--- src/rtl/instruction_prefetch_pkg.sv ---
// Shared types and sizing helpers for the instruction prefetch stage:
// fetch FSM encodings, queue entry width and occupancy counter width.
package instruction_prefetch_pkg;

    typedef enum logic [1:0] {
        ST_IDLE    = 2'd0,
        ST_REQ     = 2'd1,
        ST_DISCARD = 2'd2
    } fetch_state_t;

    // Occupancy counter needs one extra bit so a full queue (count == DEPTH) is representable.
    function automatic int count_width(input int depth);
        return $clog2(depth) + 1;
    endfunction

    function automatic int entry_width(input int i_width, input int pc_width);
        return i_width + pc_width;
    endfunction

endpackage

--- src/rtl/instruction_prefetch_if.sv ---
// Fetch-stage bus: instruction memory request/ack, redirect input and decode valid/stall.
// Optional macro FETCH_MISALIGN_EN adds the sticky o_misaligned flag.
interface instruction_prefetch_if #(
    parameter int I_WIDTH  = 32,
    parameter int A_WIDTH  = 32,
    parameter int PC_WIDTH = 32
);
    logic                o_syn;
    logic [A_WIDTH-1:0]  o_addr_instr;
    logic                i_ack;
    logic [I_WIDTH-1:0]  i_instr;
    logic                change_pc;
    logic [PC_WIDTH-1:0] alu_pc_value;
    logic                o_ce;
    logic [I_WIDTH-1:0]  o_instr;
    logic [PC_WIDTH-1:0] pc;
    logic                i_stall;
`ifdef FETCH_MISALIGN_EN
    logic                o_misaligned;

    modport master (
        output o_syn, o_addr_instr, o_ce, o_instr, pc, o_misaligned,
        input  i_ack, i_instr, change_pc, alu_pc_value, i_stall
    );

    modport slave (
        input  o_syn, o_addr_instr, o_ce, o_instr, pc, o_misaligned,
        output i_ack, i_instr, change_pc, alu_pc_value, i_stall
    );
`else
    modport master (
        output o_syn, o_addr_instr, o_ce, o_instr, pc,
        input  i_ack, i_instr, change_pc, alu_pc_value, i_stall
    );

    modport slave (
        input  o_syn, o_addr_instr, o_ce, o_instr, pc,
        output i_ack, i_instr, change_pc, alu_pc_value, i_stall
    );
`endif
endinterface

--- src/rtl/instruction_prefetch_queue.sv ---
// DEPTH-entry synchronous FIFO holding {pc, instr} pairs; pointers wrap mod DEPTH,
// flush empties the queue in one cycle and takes priority over push/pop.
module instruction_prefetch_queue
    import instruction_prefetch_pkg::*;
#(
    parameter int WIDTH = 64,
    parameter int DEPTH = 4,
    parameter int CW    = count_width(DEPTH)
) (
    input  logic             f_clk,
    input  logic             f_rst,
    input  logic             push,
    input  logic             pop,
    input  logic             flush,
    input  logic [WIDTH-1:0] push_data,
    output logic [CW-1:0]    count,
    output logic [WIDTH-1:0] head
);
    localparam int PW = $clog2(DEPTH);
    localparam logic [CW-1:0] FULL_COUNT = CW'(DEPTH);

    logic [PW-1:0]    wr_ptr_reg;
    logic [PW-1:0]    rd_ptr_reg;
    logic [CW-1:0]    count_reg;
    logic [WIDTH-1:0] mem_reg [DEPTH];
    logic             push_ok;
    logic             pop_ok;

    assign pop_ok  = pop && !flush && (count_reg != '0);
    assign push_ok = push && !flush && ((count_reg != FULL_COUNT) || pop_ok);

    always_ff @(posedge f_clk or posedge f_rst) begin
        if (f_rst) begin
            wr_ptr_reg <= '0;
            rd_ptr_reg <= '0;
            count_reg  <= '0;
        end else if (flush) begin
            wr_ptr_reg <= '0;
            rd_ptr_reg <= '0;
            count_reg  <= '0;
        end else begin
            if (push_ok) begin
                wr_ptr_reg <= wr_ptr_reg + 1'b1;
            end
            if (pop_ok) begin
                rd_ptr_reg <= rd_ptr_reg + 1'b1;
            end
            count_reg <= count_reg + CW'(push_ok) - CW'(pop_ok);
        end
    end

    // Storage needs no reset: an empty queue never exposes its contents.
    always_ff @(posedge f_clk) begin
        if (push_ok) begin
            mem_reg[wr_ptr_reg] <= push_data;
        end
    end

    assign head  = mem_reg[rd_ptr_reg];
    assign count = count_reg;

endmodule

--- src/rtl/instruction_prefetch.sv ---
// Fetch stage: issues sequential instruction fetches ahead of decode into a prefetch queue,
// handles redirects (flush + new PC) and drops stale responses. Macro FETCH_MISALIGN_EN enables o_misaligned.
module instruction_prefetch
    import instruction_prefetch_pkg::*;
#(
    parameter int                  I_WIDTH  = 32,
    parameter int                  A_WIDTH  = 32,
    parameter int                  PC_WIDTH = 32,
    parameter int                  DEPTH    = 4,
    parameter int                  PC_STEP  = 4,
    parameter logic [PC_WIDTH-1:0] RESET_PC = '0
) (
    input  logic                   f_clk,
    input  logic                   f_rst,
    instruction_prefetch_if.master bus
);
    localparam int CW = count_width(DEPTH);
    localparam int EW = entry_width(I_WIDTH, PC_WIDTH);
    localparam logic [CW-1:0] FULL_COUNT = CW'(DEPTH);

    fetch_state_t        state_reg;
    logic [PC_WIDTH-1:0] fetch_pc_reg;
    logic [A_WIDTH-1:0]  req_addr_reg;
    logic                syn_reg;

    logic [CW-1:0]       count;
    logic [EW-1:0]       head;
    logic                push;
    logic                pop;
    logic                valid;
    logic [CW-1:0]       count_after;
    logic [PC_WIDTH-1:0] pc_inc;
    logic [PC_WIDTH-1:0] redirect_pc;
    logic                redirect_bad;
    logic                issue_ok;

    // A redirect cancels any push or pop in the same cycle; the queue flushes instead.
    assign valid       = (count != '0);
    assign push        = (state_reg == ST_REQ) && bus.i_ack && !bus.change_pc;
    assign pop         = valid && !bus.i_stall && !bus.change_pc;
    assign count_after = count + CW'(push) - CW'(pop);
    assign pc_inc      = fetch_pc_reg + PC_WIDTH'(PC_STEP);

`ifdef FETCH_MISALIGN_EN
    logic misalign_reg;

    assign redirect_pc  = bus.alu_pc_value;
    assign redirect_bad = (bus.alu_pc_value[1:0] != 2'b00);
    assign issue_ok     = (count != FULL_COUNT) && !misalign_reg;

    // Sticky until the next redirect lands on an aligned target.
    always_ff @(posedge f_clk or posedge f_rst) begin
        if (f_rst) begin
            misalign_reg <= 1'b0;
        end else if (bus.change_pc) begin
            misalign_reg <= redirect_bad;
        end
    end

    assign bus.o_misaligned = misalign_reg;
`else
    assign redirect_pc  = bus.alu_pc_value & ~PC_WIDTH'(3);
    assign redirect_bad = 1'b0;
    assign issue_ok     = (count != FULL_COUNT);
`endif

    instruction_prefetch_queue #(
        .WIDTH (EW),
        .DEPTH (DEPTH)
    ) u_queue (
        .f_clk     (f_clk),
        .f_rst     (f_rst),
        .push      (push),
        .pop       (pop),
        .flush     (bus.change_pc),
        .push_data ({fetch_pc_reg, bus.i_instr}),
        .count     (count),
        .head      (head)
    );

    always_ff @(posedge f_clk or posedge f_rst) begin
        if (f_rst) begin
            state_reg    <= ST_IDLE;
            fetch_pc_reg <= RESET_PC;
            req_addr_reg <= '0;
            syn_reg      <= 1'b0;
        end else if (bus.change_pc) begin
            fetch_pc_reg <= redirect_pc;
            if (redirect_bad) begin
                state_reg <= ST_IDLE;
                syn_reg   <= 1'b0;
            end else if (state_reg != ST_IDLE && !bus.i_ack) begin
                // Request still in flight: keep presenting it and throw its data away.
                state_reg <= ST_DISCARD;
            end else begin
                // Nothing outstanding any more, so the target can be requested right away.
                state_reg    <= ST_REQ;
                syn_reg      <= 1'b1;
                req_addr_reg <= redirect_pc[A_WIDTH-1:0];
            end
        end else begin
            case (state_reg)
                ST_IDLE: begin
                    if (issue_ok) begin
                        state_reg    <= ST_REQ;
                        syn_reg      <= 1'b1;
                        req_addr_reg <= fetch_pc_reg[A_WIDTH-1:0];
                    end
                end
                ST_REQ: begin
                    if (bus.i_ack) begin
                        fetch_pc_reg <= pc_inc;
                        if (count_after != FULL_COUNT) begin
                            req_addr_reg <= pc_inc[A_WIDTH-1:0];
                        end else begin
                            state_reg <= ST_IDLE;
                            syn_reg   <= 1'b0;
                        end
                    end
                end
                ST_DISCARD: begin
                    if (bus.i_ack) begin
                        state_reg    <= ST_REQ;
                        req_addr_reg <= fetch_pc_reg[A_WIDTH-1:0];
                    end
                end
                default: begin
                    state_reg <= ST_IDLE;
                    syn_reg   <= 1'b0;
                end
            endcase
        end
    end

    assign bus.o_syn        = syn_reg;
    assign bus.o_addr_instr = req_addr_reg;
    assign bus.o_ce         = valid;
    assign bus.o_instr      = valid ? head[I_WIDTH-1:0] : '0;
    assign bus.pc           = valid ? head[EW-1:I_WIDTH] : '0;

endmodule
--- src/flat_wrapper.sv ---
// flat-port wrapper written by rule: the top's interface ports become plain ports
module instruction_prefetch_flat import instruction_prefetch_pkg::*;
#(
    parameter int                  I_WIDTH  = 32,
    parameter int                  A_WIDTH  = 32,
    parameter int                  PC_WIDTH = 32,
    parameter int                  DEPTH    = 4,
    parameter int                  PC_STEP  = 4,
    parameter logic [PC_WIDTH-1:0] RESET_PC = '0
)
  (f_clk, f_rst, bus_o_syn, bus_o_addr_instr, bus_o_ce, bus_o_instr, bus_pc, bus_i_ack, bus_i_instr, bus_change_pc, bus_alu_pc_value, bus_i_stall);
  instruction_prefetch_if #(.I_WIDTH(I_WIDTH), .A_WIDTH(A_WIDTH), .PC_WIDTH(PC_WIDTH)) bus_i ();
  input  logic f_clk;
  input  logic f_rst;
  output wire logic [$bits(bus_i.o_syn)-1:0] bus_o_syn;
  output wire logic [$bits(bus_i.o_addr_instr)-1:0] bus_o_addr_instr;
  output wire logic [$bits(bus_i.o_ce)-1:0] bus_o_ce;
  output wire logic [$bits(bus_i.o_instr)-1:0] bus_o_instr;
  output wire logic [$bits(bus_i.pc)-1:0] bus_pc;
  input wire logic [$bits(bus_i.i_ack)-1:0] bus_i_ack;
  input wire logic [$bits(bus_i.i_instr)-1:0] bus_i_instr;
  input wire logic [$bits(bus_i.change_pc)-1:0] bus_change_pc;
  input wire logic [$bits(bus_i.alu_pc_value)-1:0] bus_alu_pc_value;
  input wire logic [$bits(bus_i.i_stall)-1:0] bus_i_stall;
  assign bus_o_syn = bus_i.o_syn;
  assign bus_o_addr_instr = bus_i.o_addr_instr;
  assign bus_o_ce = bus_i.o_ce;
  assign bus_o_instr = bus_i.o_instr;
  assign bus_pc = bus_i.pc;
  assign bus_i.i_ack = bus_i_ack;
  assign bus_i.i_instr = bus_i_instr;
  assign bus_i.change_pc = bus_change_pc;
  assign bus_i.alu_pc_value = bus_alu_pc_value;
  assign bus_i.i_stall = bus_i_stall;
  instruction_prefetch #(.I_WIDTH(I_WIDTH), .A_WIDTH(A_WIDTH), .PC_WIDTH(PC_WIDTH), .DEPTH(DEPTH), .PC_STEP(PC_STEP), .RESET_PC(RESET_PC)) u_core (.f_clk(f_clk), .f_rst(f_rst), .bus(bus_i));
endmodule
--- config.mk ---
export PLATFORM = sky130hd
export DESIGN_NAME = instruction_prefetch_flat
export DESIGN_NICKNAME = d
export VERILOG_FILES = /design/src/rtl/instruction_prefetch_pkg.sv /design/src/rtl/instruction_prefetch_if.sv /design/src/rtl/instruction_prefetch_queue.sv /design/src/rtl/instruction_prefetch.sv /design/src/flat_wrapper.sv
export SDC_FILE = /design/constraint.sdc
export NUM_CORES = 1
export LEC_CHECK = 0
export CORE_AREA = 5 5 161 163
export DETAILED_ROUTE_END_ITERATION = 10
export DIE_AREA = 0 0 166 168
export DONT_BUFFER_PORTS = 1
export MAX_ROUTING_LAYER = met4
export PLACE_DENSITY = 0.71
export SETUP_SLACK_MARGIN = 0.02
export SLEW_MARGIN = 25
export SYNTH_ARGS = -nofsm -noshare
export SYNTH_HDL_FRONTEND = slang
export SYNTH_HIERARCHICAL = 1
export SYNTH_SLANG_ARGS = --single-unit
--- constraint.sdc ---
create_clock -name f_clk -period 8.38 [get_ports f_clk]
set_input_delay 0 -clock f_clk [delete_from_list [all_inputs] [get_ports f_clk]]
set_output_delay 0 -clock f_clk [all_outputs]
set_load 0.02 [all_outputs]
Yosys cells after proc, flatten, opt, wreduce, memory -nomap -nowiden --
Memory sizes are Yosys's and may differ from the RTL's. Index checks and enable logic that the tools add are counted.
Storage, ports and cells: flip-flop bits (word level) 74, input bits 69, memories kept 1, output and inout bits 98, bits in writable memories 256
Memories:
- u_core.u_queue.mem_reg | depth 4, width 64, rd ports 1, clocked after memory_dff 0, write ports 1, line instruction_prefetch_queue.sv:25 | logic [WIDTH-1:0] mem_reg [DEPTH];
Cells by class: add/sub/neg operators 7, equal/unequal tests 11, mux-type cells 32, reductions and logical operators 25
Operators by type and width (number):
- $mux 32 | 11
- $pmux 32 s3 | 1
- $add 32x3->32 const B | 1
- $mux 2 | 10
- $ne 3x3->1 const B | 6
- $reduce_bool 2->1 | 5
- $logic_and 1x1->1 | 9
- $mux 1 | 7
- $add 3x1->3 | 2
- $pmux 2 s3 | 1
- $reduce_and 6->1 | 1
- $sub 3x1->3 | 2
- $reduce_and 5->1 | 1
- $add 2x1->2 const B | 2
- $ne 2x2->1 const B | 2
- $reduce_and 4->1 | 1
- $reduce_bool 4->1 | 1
- $logic_not 1->1 | 3
- $mux 3 | 1
- $ne 3x2->1 const B | 1
- $pmux 1 s3 | 1
- $reduce_bool 3->1 | 1
- $eq 2x1->1 const B | 1
- $eq 2x2->1 const B | 1
- other kinds (3) | 3

Depth between registers and ports, before layout --
Gate-level depths: netlist of run 1.
depth after elaboration 10, mapped depth 15, gate-level depth less buffers 13

Hierarchy --
The synthesis of run 1 kept the hierarchy.
By module, submodules not included:
- instruction_prefetch_queue | sequential area each 7862.5 µm², cells an instance 377, area an instance 9696.8 µm², times used 1
- instruction_prefetch | sequential area each 1601.5 µm², cells an instance 534, area an instance 4596.9 µm², times used 1

Least setup slack after synthesis of run 1 --
No wires, ideal clock.
path kind register to register, start point register u_core.u_queue.count_reg[1] (netlist: u_core/u_queue/count[1]), end point memory u_core.u_queue.mem_reg[0][0], enable pin, cell stages (with the launch flop) 7, buffers on the path 1, slack 4.671 ns, arrival 3.281 ns, library setup time 0.429 ns, cell sequence dfrtp_1 -> or3_1 -> clkbuf_1 -> nor3b_1 -> nor4b_2 -> nor3b_4 -> and2_1
On the way: word-level cells in the longest chain between the ends 9
Ends and longest elaborated chain:
- from (decl) | line instruction_prefetch_queue.sv:24 | logic [CW-1:0] count_reg;
- from (signal assigned) | line instruction_prefetch_queue.sv:48 | count_reg <= count_reg + CW'(push_ok) - CW'(pop_ok);
- $reduce_bool 3->1 | line instruction_prefetch.sv:38 | assign valid = (count != '0);
- $logic_and 1x1->1 (2 in series) | line instruction_prefetch.sv:40 | assign pop = valid && !bus.i_stall && !bus.change_pc;
- named net u_core.pop | line instruction_prefetch.sv:29 | logic pop;
- $logic_and 1x1->1 (2 in series) | line instruction_prefetch_queue.sv:29 | assign pop_ok = pop && !flush && (count_reg != '0);
- $logic_or 1x1->1 | line instruction_prefetch_queue.sv:30 | assign push_ok = push && !flush && ((count_reg != FULL_COUNT) || pop_ok);
- $logic_and 1x1->1 | line instruction_prefetch_queue.sv:30
- $mux 1 | line instruction_prefetch_queue.sv:54 | if (push_ok) begin
- $mux 1 (implied by the code) | line instruction_prefetch_queue.sv:55 | mem_reg[wr_ptr_reg] <= push_data;
- to (decl) | line instruction_prefetch_queue.sv:25
The timed path passes the listed nets, and every way through them passes these cells.

Worst setup path in the final report of run 1 --
start point register u_core.u_queue.count_reg[1] (netlist: u_core/u_queue/count[1]), end point register u_core.req_addr_reg[19] (netlist: u_core/bus.o_addr_instr[19])
On the way: word-level cells in the longest chain between the ends 7
Ends and longest elaborated chain:
- $reduce_bool 3->1 | line instruction_prefetch.sv:38
- named net bus_o_ce | line flat_wrapper.sv:17 | output wire logic [$bits(bus_i.o_ce)-1:0] bus_o_ce;
- $logic_and 1x1->1 (2 in series) | line instruction_prefetch.sv:40
- named net u_core.pop | line instruction_prefetch.sv:29
- $sub 3x1->3 | line instruction_prefetch.sv:41 | assign count_after = count + CW'(push) - CW'(pop);
- $ne 3x3->1 | line instruction_prefetch.sv:113 | if (count_after != FULL_COUNT) begin
- $ne 3x3->1 (no line)
- $reduce_and 6->1 (no line)
- to (signal assigned) | line instruction_prefetch.sv:107 | req_addr_reg <= fetch_pc_reg[A_WIDTH-1:0];
- to (signal assigned) | line instruction_prefetch.sv:114 | req_addr_reg <= pc_inc[A_WIDTH-1:0];
- to (signal assigned) | line instruction_prefetch.sv:124 | req_addr_reg <= fetch_pc_reg[A_WIDTH-1:0];
- to (decl) | line instruction_prefetch.sv:23 | logic [A_WIDTH-1:0] req_addr_reg;
The timed path passes the listed nets, and every way through them passes these cells. A chain may end at the register's enable or synchronous reset.

==> results of run 1 <==
==> cell usage in the layout, fill, tap and decap left out, drive strengths merged, types with 11 or more instances in the layout <==
| cell | Yosys | routed |
|---|---|---|
| nand3 | 25 | 25 |
| xor2 | 22 | 22 |
| mux2i | 12 | 12 |
| nand4 | 11 | 11 |
| mux4 | 64 | 64 |
| nor3 | 19 | 19 |
| dlygate4sd3 | 0 | 68 |
| nor2 | 46 | 46 |
| inv | 15 | 16 |
| dfrtp | 71 | 71 |
| mux2 | 14 | 14 |
| xnor2 | 27 | 27 |
| a21oi | 19 | 19 |
| edfxtp | 256 | 256 |
| o21ai | 25 | 25 |
| clkbuf | 23 | 46 |
| and2 | 72 | 72 |
| nand2 | 46 | 46 |
==> through the flow <==
stage          hold WS (ns)  util, %
2_1_floorplan        -0.197        -
3_3_place_gp         -0.168     60.0
3_5_place_dp         -0.159     60.0
4_1_cts              0.0152     67.6
5_1_grt              0.0770     67.6
6_report             0.0395     67.6
==> report_power, final <==
part           switching [W]  total, W  leakage [nW]  internal [W]
Combinational       0.000165  0.000281          1.83      0.000115
Sequential          0.000151   0.00198          3.14       0.00183
Clock               0.000588   0.00150         0.555      0.000914
Total               0.000904   0.00377          5.52       0.00286
==> final timing paths <==
kind                                                   start                      endpoint  slack [ns]  depth (start not counted)
worst max-delay path                 u_core/u_queue/count[1]   u_core/bus.o_addr_instr[19]        3.67                         11
worst min-delay path                           bus_change_pc       u_core/fetch_pc_reg[18]        0.04                          2
worst max register to register       u_core/u_queue/count[1]   u_core/bus.o_addr_instr[19]        3.67                         11
worst min register to register  u_core/u_queue/wr_ptr_reg[0]  u_core/u_queue/wr_ptr_reg[0]        0.58                          1
max in group asynchronous                              f_rst       u_core/fetch_pc_reg[28]        7.57                          3
min in group asynchronous                              f_rst   u_core/bus.o_addr_instr[30]        0.21                          3
==> Yosys cell counts, drive strengths merged, types with 2 or more instances <==
cell type and count:
edfxtp 256, and2 72, dfrtp 71, mux4 64, nand2 46, nor2 46, buf 36, xnor2 27
nand3 25, o21ai 25, clkbuf 23, xor2 22, a21oi 19, nor3 19, inv 15, mux2 14
mux2i 12, nand4 11, ha 9, nor4 9, o31ai 9, nand2b 8, a21boi 7, and3 6
and4 6, a31oi 5, a41oi 4, nor2b 4, nor3b 4, a31o 3, nor4b 3, or3 3
a211oi 2, fa 2, nand3b 2, nand4b 2, o31a 2, or2 2
==> critical path, stage by stage, from the launching register on <==
cell                      delay (ns)
sky130_fd_sc_hd__dfrtp_1        0.56
sky130_fd_sc_hd__or3_4          0.67
sky130_fd_sc_hd__nor3b_1        0.59
sky130_fd_sc_hd__ha_1           0.21
sky130_fd_sc_hd__inv_1          0.04
sky130_fd_sc_hd__ha_1           0.18
sky130_fd_sc_hd__fa_1           0.36
sky130_fd_sc_hd__xor3_1         0.37
sky130_fd_sc_hd__nor3_1         0.42
sky130_fd_sc_hd__o221a_2        0.72
sky130_fd_sc_hd__nor2_1         0.27
sky130_fd_sc_hd__a21oi_1        0.21
==> layout make-up <==
class / count / area, um2 / area share, %
Sequential cell: 327 / 9470 / 57.9
Multi-Input combinational cell: 516 / 4500 / 27.5
Clock buffer: 46 / 978 / 5.99
Timing Repair Buffer: 78 / 768 / 4.70
Tap cell: 324 / 405 / 2.48
Clock inverter: 14 / 158 / 0.965
Inverter: 16 / 60.1 / 0.368
Antenna cell: 1 / 2.50 / 0.0153
==> per-layer routing <==
layer / wire (um) / GRT usage, % / vias up / part of all wire [%]
li1: - / - / 3568 / -
met1: 12100 / 29.2 / 4053 / 40
met2: 15400 / 37.3 / 272 / 51
met3: 1890 / 4.67 / 58 / 6.3
met4: 686 / 6.42 / 0 / 2.3
met5: 0 / - / - / 0
==> cell families (layout without fill, tap and decap cells) <==
kind of cell,Yosys count,count (layout),synth area share (%)
simple gates,272,272,11.0
xor+xnor,50,50,3.17
buf+inv,75,154,2.61
mux,90,90,12.0
flops,327,327,66.2
other cells,1,9,0.0262
compound gates,85,85,3.89
fa+ha+maj,11,11,1.07
==> impl_metrics.json, run 1 <==
{
  "outcome": "finished clean",
  "largest_register_ffs": 256,
  "finalSetupViolCount": 0,
  "synth_area_leader_cell": "sky130_fd_sc_hd__edfxtp_1",
  "critPathMaxFanout": 66,
  "static-leakage-power_nw": 5.52,
  "clock-sinks": 327,
  "wl_um": 30100,
  "finalNonFillerCells": 1322,
  "worstHoldPathType": "in -> reg",
  "finalInstanceArea_um2": 16300,
  "via_per_inst": 6.01,
  "area_growth_syn_to_layout_pct": 14.3,
  "cts_inserted_buffers": 35,
  "detailedRoute.firstIterationViolations": 624,
  "worst_setup_path_end_kind": "flip-flop",
  "synth.yosys.warnings": 6,
  "post_synth_instance_area_um2": 14300,
  "synth_instances": 911,
  "slew_viol_final": 0,
  "total_power_w": 0.00377,
  "ctsResizeCount": 0,
  "cts-hold-fix-buffers": 69,
  "die_h_um": 168,
  "largest_net_degree_at_the_start_of_global_routing": 67,
  "maxCapViolations": 0,
  "setup_skew_ns": 0.0163,
  "layout.nets": 1054,
  "final_layout_size_suffix_gt1_share_pct": 16.9,
  "fp-row-count": 57,
  "worst_pin_slew_ns": 0.995,
  "finalHoldViolations": 0,
  "netlist.area_leader.share_pct": 53.8,
  "port_buffers": 0,
  "antenna_found_initial": 1,
  "floorplan.die.width_um": 166,
  "remaining_drc_errors": 0,
  "cts_setup_buffers": 0,
  "drt-pass1-iter-count": 5,
  "n_fill_cell": 1641,
  "maximum_operating_frequency_mhz": 212,
  "tritoncts": "built",
  "number_of_global_route_vias_before_repair": 8403,
  "synthArstFlopShare_pct": 21.7,
  "die_area_um2": 27900,
  "track_usage_pct": 22.7,
  "setup_slack_ns": 3.67,
  "hpwlAfterDp_um": 18500,
  "clock_tree.root_cell": "sky130_fd_sc_hd__clkbuf_16",
  "fp.coreArea_um2": 24200,
  "io_pins": 167,
  "timing.slew.headroom_pct": 33.7,
  "detailroute.via_count": 7951,
  "setup_repair_after_global_routing_missed_its_margin": "false",
  "ys.flop_type": "sky130_fd_sc_hd__edfxtp_1",
  "max-clock-path-buffers": 3,
  "dpl.cell_count": 1192,
  "synthTopCellsByArea": "sky130_fd_sc_hd__edfxtp_1, sky130_fd_sc_hd__dfrtp_1, sky130_fd_sc_hd__mux4_2",
  "cellPowerDensity_nw_per_um2": 231,
  "start_kind": "flip-flop",
  "placed_area_um2": 14500,
  "yosysUniqueCellTypes": 71,
  "setup_total_neg_slack_ns": 0,
  "finalCriticalPeriod_ns": 4.71,
  "initial_core_util_pct": 59.1,
  "synth_area_per_cell_um2": 15.7,
  "h_tree_levels": 2,
  "layout_worst_path_cycle_share_pct": 56.2,
  "antenna_left": 0,
  "place_congestion": 0.859,
  "grt-ovfl-total": 0,
  "crit_type": "reg -> reg",
  "insertion_delay_ns": 0.51,
  "wl_per_cell_um": 22.8,
  "postSynthRegisterBits": 327,
  "place_worst_setup_slack_ns": 3.71,
  "ir_worst_vdd_mv": 0.139,
  "critical_path_arrival_ns": 5.13,
  "grt_first_pass_wirelength_um": 48500,
  "synth-seq-area-share_pct": 66.2,
  "cts.reportedPaths.clkPinSlew_ns": 0.06,
  "synth_edf_count": 256,
  "cp.required_ns": 8.80
}
Note: power is estimated with default switching activity, not from simulation.
==> run 2, diff against run 1 <==
Clock period 8.38 ns to 4.6 ns, I/O delays scaled along.
==> run 2 against run 1 <==
Compared with the run above:
- total power up 78%
- flip-flop and latch count did not move
- global-route usage rose by 0.48 points
- die area unchanged
- wire length increased by 3.9%
- critical path depth rose by 1
- final area unchanged
- utilization unchanged
- non-clock buffer count increased by 7
- largest power group unchanged
==> impl_metrics.json, run 2 (same netlist as run 1, synthesis figures left out) <==
{
  "finalHoldViolations": 0,
  "routed-wl-met3_um": 2100,
  "reg2reg_slack_ns": 0.65,
  "antenna_left": 0,
  "multiInputGateArea_um2": 4500,
  "routed-wl-met2_um": 15600,
  "detailedRoute.firstIterationViolations": 594,
  "via_per_inst": 6.05,
  "path_common_cell": "sky130_fd_sc_hd__ha_1",
  "setup_repair_after_global_routing_missed_its_margin": "false",
  "hpwlAfterDp_um": 19600,
  "fp.coreArea_um2": 24200,
  "final_core_util_pct": 67.6,
  "total_power_w": 0.00671,
  "crit-reg2reg-capture": "u_core/bus.o_addr_instr[21]",
  "finalNonFillerCells": 1327,
  "crit_type": "reg -> reg",
  "cp_slowest_stage_delay_ns": 0.54,
  "mostFrequentLayoutCell": "sky130_fd_sc_hd__edfxtp_1",
  "top_layer": "met4",
  "n_fill_cell": 1639,
  "remaining_drc_errors": 0,
  "cts.reportedPaths.clkPinSlew_ns": 0.06,
  "detailroute.via_count": 8024,
  "cts_inserted_buffers": 31,
  "relative_contribution_of_combinational_cells_to_total_power_pct": 7.9,
  "initial_core_util_pct": 59.1,
  "p_int_w": 0.00509,
  "clock-sinks": 327,
  "grt-ovfl-total": 0,
  "drt-pass1-iter-count": 5,
  "antenna_found_initial": 1,
  "start_kind": "flip-flop",
  "power.share.switching_pct": 24.2,
  "cellPowerDensity_nw_per_um2": 411,
  "layout_worst_path_cycle_share_pct": 85.9,
  "wl_um": 31300,
  "critPathMaxFanout": 17,
  "ctsResizeCount": 0,
  "clock_tree.root_cell": "sky130_fd_sc_hd__clkbuf_16",
  "track_usage_pct": 23.1,
  "routedLengthMet1_um": 12500,
  "maxCapViolations": 0,
  "die_area_um2": 27900,
  "critical-path-top-delay-family": "simple AND/OR/NAND/NOR gates",
  "place_congestion": 0.846,
  "setup_slack_ns": 0.648,
  "cp.required_ns": 5.00,
  "timing.slew.headroom_pct": 44.9,
  "maximum_operating_frequency_mhz": 253,
  "h_tree_levels": 1,
  "layout.cells.most_common_list": "sky130_fd_sc_hd__edfxtp_1, sky130_fd_sc_hd__dfrtp_1, sky130_fd_sc_hd__dlygate4sd3_1",
  "insertion_delay_ns": 0.56,
  "ir_worst_vdd_mv": 0.277,
  "static-leakage-power_nw": 5.52,
  "setup_total_neg_slack_ns": 0,
  "final_layout_size_suffix_gt1_share_pct": 17.0,
  "critical_path_arrival_ns": 4.36,
  "die_h_um": 168,
  "fp-row-count": 57,
  "dpl.cell_count": 1199,
  "critical_path.slowest_cell": "sky130_fd_sc_hd__or3_2",
  "worst_pin_slew_ns": 0.827,
  "largest_net_degree_at_the_start_of_global_routing": 66,
  "crit_start": "u_core/u_queue/count[1]",
  "crit-reg2reg-launch": "u_core/u_queue/count[1]",
  "clock_power_share_pct": 38.3,
  "finalSetupViolCount": 0,
  "finalCriticalPeriod_ns": 3.95,
  "area_growth_syn_to_layout_pct": 14.3,
  "largest_register_ffs": 256,
  "critical_path.cell_chain": "or3_2 -> nor3b_1 -> ha_1 -> inv_1 -> ha_1 -> fa_1 -> xor3_1 -> nor3_1 -> o221ai_2 -> buf_4 -> mux2i_1 -> a21oi_1",
  "grt_first_pass_wirelength_um": 49200,
  "worst-path-stages": 12,
  "cp_endpoint": "u_core/bus.o_addr_instr[21]",
  "place_worst_setup_slack_ns": 0.720,
  "outcome": "finished clean",
  "floorplan.die.width_um": 166,
  "layout.nets": 1057,
  "worstHoldPathType": "in -> reg",
  "critical_path.n_buffers_inverters": 2,
  "setup_skew_ns": 0.0233,
  "number_of_global_route_vias_before_repair": 8441,
  "io_pins": 167,
  "wl_per_cell_um": 23.6,
  "tritoncts": "built",
  "port_buffers": 0,
  "r2r.worst_path.cells": 12,
  "seq_area_um2": 9470,
  "netSwitchingPower_w": 0.00162,
  "power.sequential.fraction_pct": 53.9,
  "max-clock-path-buffers": 3,
  "slew_viol_final": 0,
  "worst_setup_path_end_kind": "flip-flop"
}
run 2: worst reg2reg max path, cell delays in order (launching register included):
cell,delay (ns)
sky130_fd_sc_hd__dfrtp_1,0.51
sky130_fd_sc_hd__or3_2,0.54
sky130_fd_sc_hd__nor3b_1,0.21
sky130_fd_sc_hd__ha_1,0.30
sky130_fd_sc_hd__inv_1,0.04
sky130_fd_sc_hd__ha_1,0.18
sky130_fd_sc_hd__fa_1,0.36
sky130_fd_sc_hd__xor3_1,0.37
sky130_fd_sc_hd__nor3_1,0.43
sky130_fd_sc_hd__o221ai_2,0.28
sky130_fd_sc_hd__buf_4,0.30
sky130_fd_sc_hd__mux2i_1,0.21
sky130_fd_sc_hd__a21oi_1,0.07
run 2: what timing repair did:
action / 4_1_cts / 5_1_grt
hold endpoints to repair: 269 / 0
hold buffers: 69 / 0
buffers inserted: 0 / 0
run 2: layout make-up:
cell class	instances	area share, %
sequential	327	57.9
tap	324	2.48
inverter	16	0.368
timing repair buffer	85	5.33
antenna	1	0.0153
clock inverter	20	1.38
clock buffer	38	4.97
multi-input combinational	516	27.5
run 2: layer usage:
layer	vias to the layer above	track usage (%)
met5	-	-
met2	281	37.2
met3	68	4.60
met4	0	8.07
li1	3573	-
met1	4102	30.0
run 2: worst min path at each step:
stage | cells after the start | endpoint | startpoint
6_report | 3 | u_core/fetch_pc_reg[31] | bus_alu_pc_value[31]
3_5_place_dp | 1 | u_core/u_queue/rd_ptr_reg[0] | f_rst
3_3_place_gp | 1 | u_core/u_queue/count[2] | f_rst
5_1_grt | 1 | u_core/u_queue/mem_reg[0][1] | bus_i_instr[1]
2_1_floorplan | 1 | u_core/u_queue/count[0] | f_rst
4_1_cts | 3 | u_core/fetch_pc_reg[8] | bus_alu_pc_value[8]
run 2: metrics by stage:
step | hold slack (ns) | area, um2
after floorplan | -0.197 | 14300
after global placement | -0.171 | 14600
after detailed placement | -0.154 | 14600
after CTS | 0.141 | 16300
after global routing | 0.143 | 16300
final | 0.150 | 16300
run 2: power by group through the flow:
stage | logic, W | registers, W | clock network, W
global route | 0.000580 | 0.00364 | 0.00276
finish | 0.000529 | 0.00361 | 0.00257
global placement | 0.000438 | 0.00367 | 0
floorplan | 0.000393 | 0.00358 | 0
CTS | 0.000529 | 0.00362 | 0.00262
detailed placement | 0.000454 | 0.00368 | 0
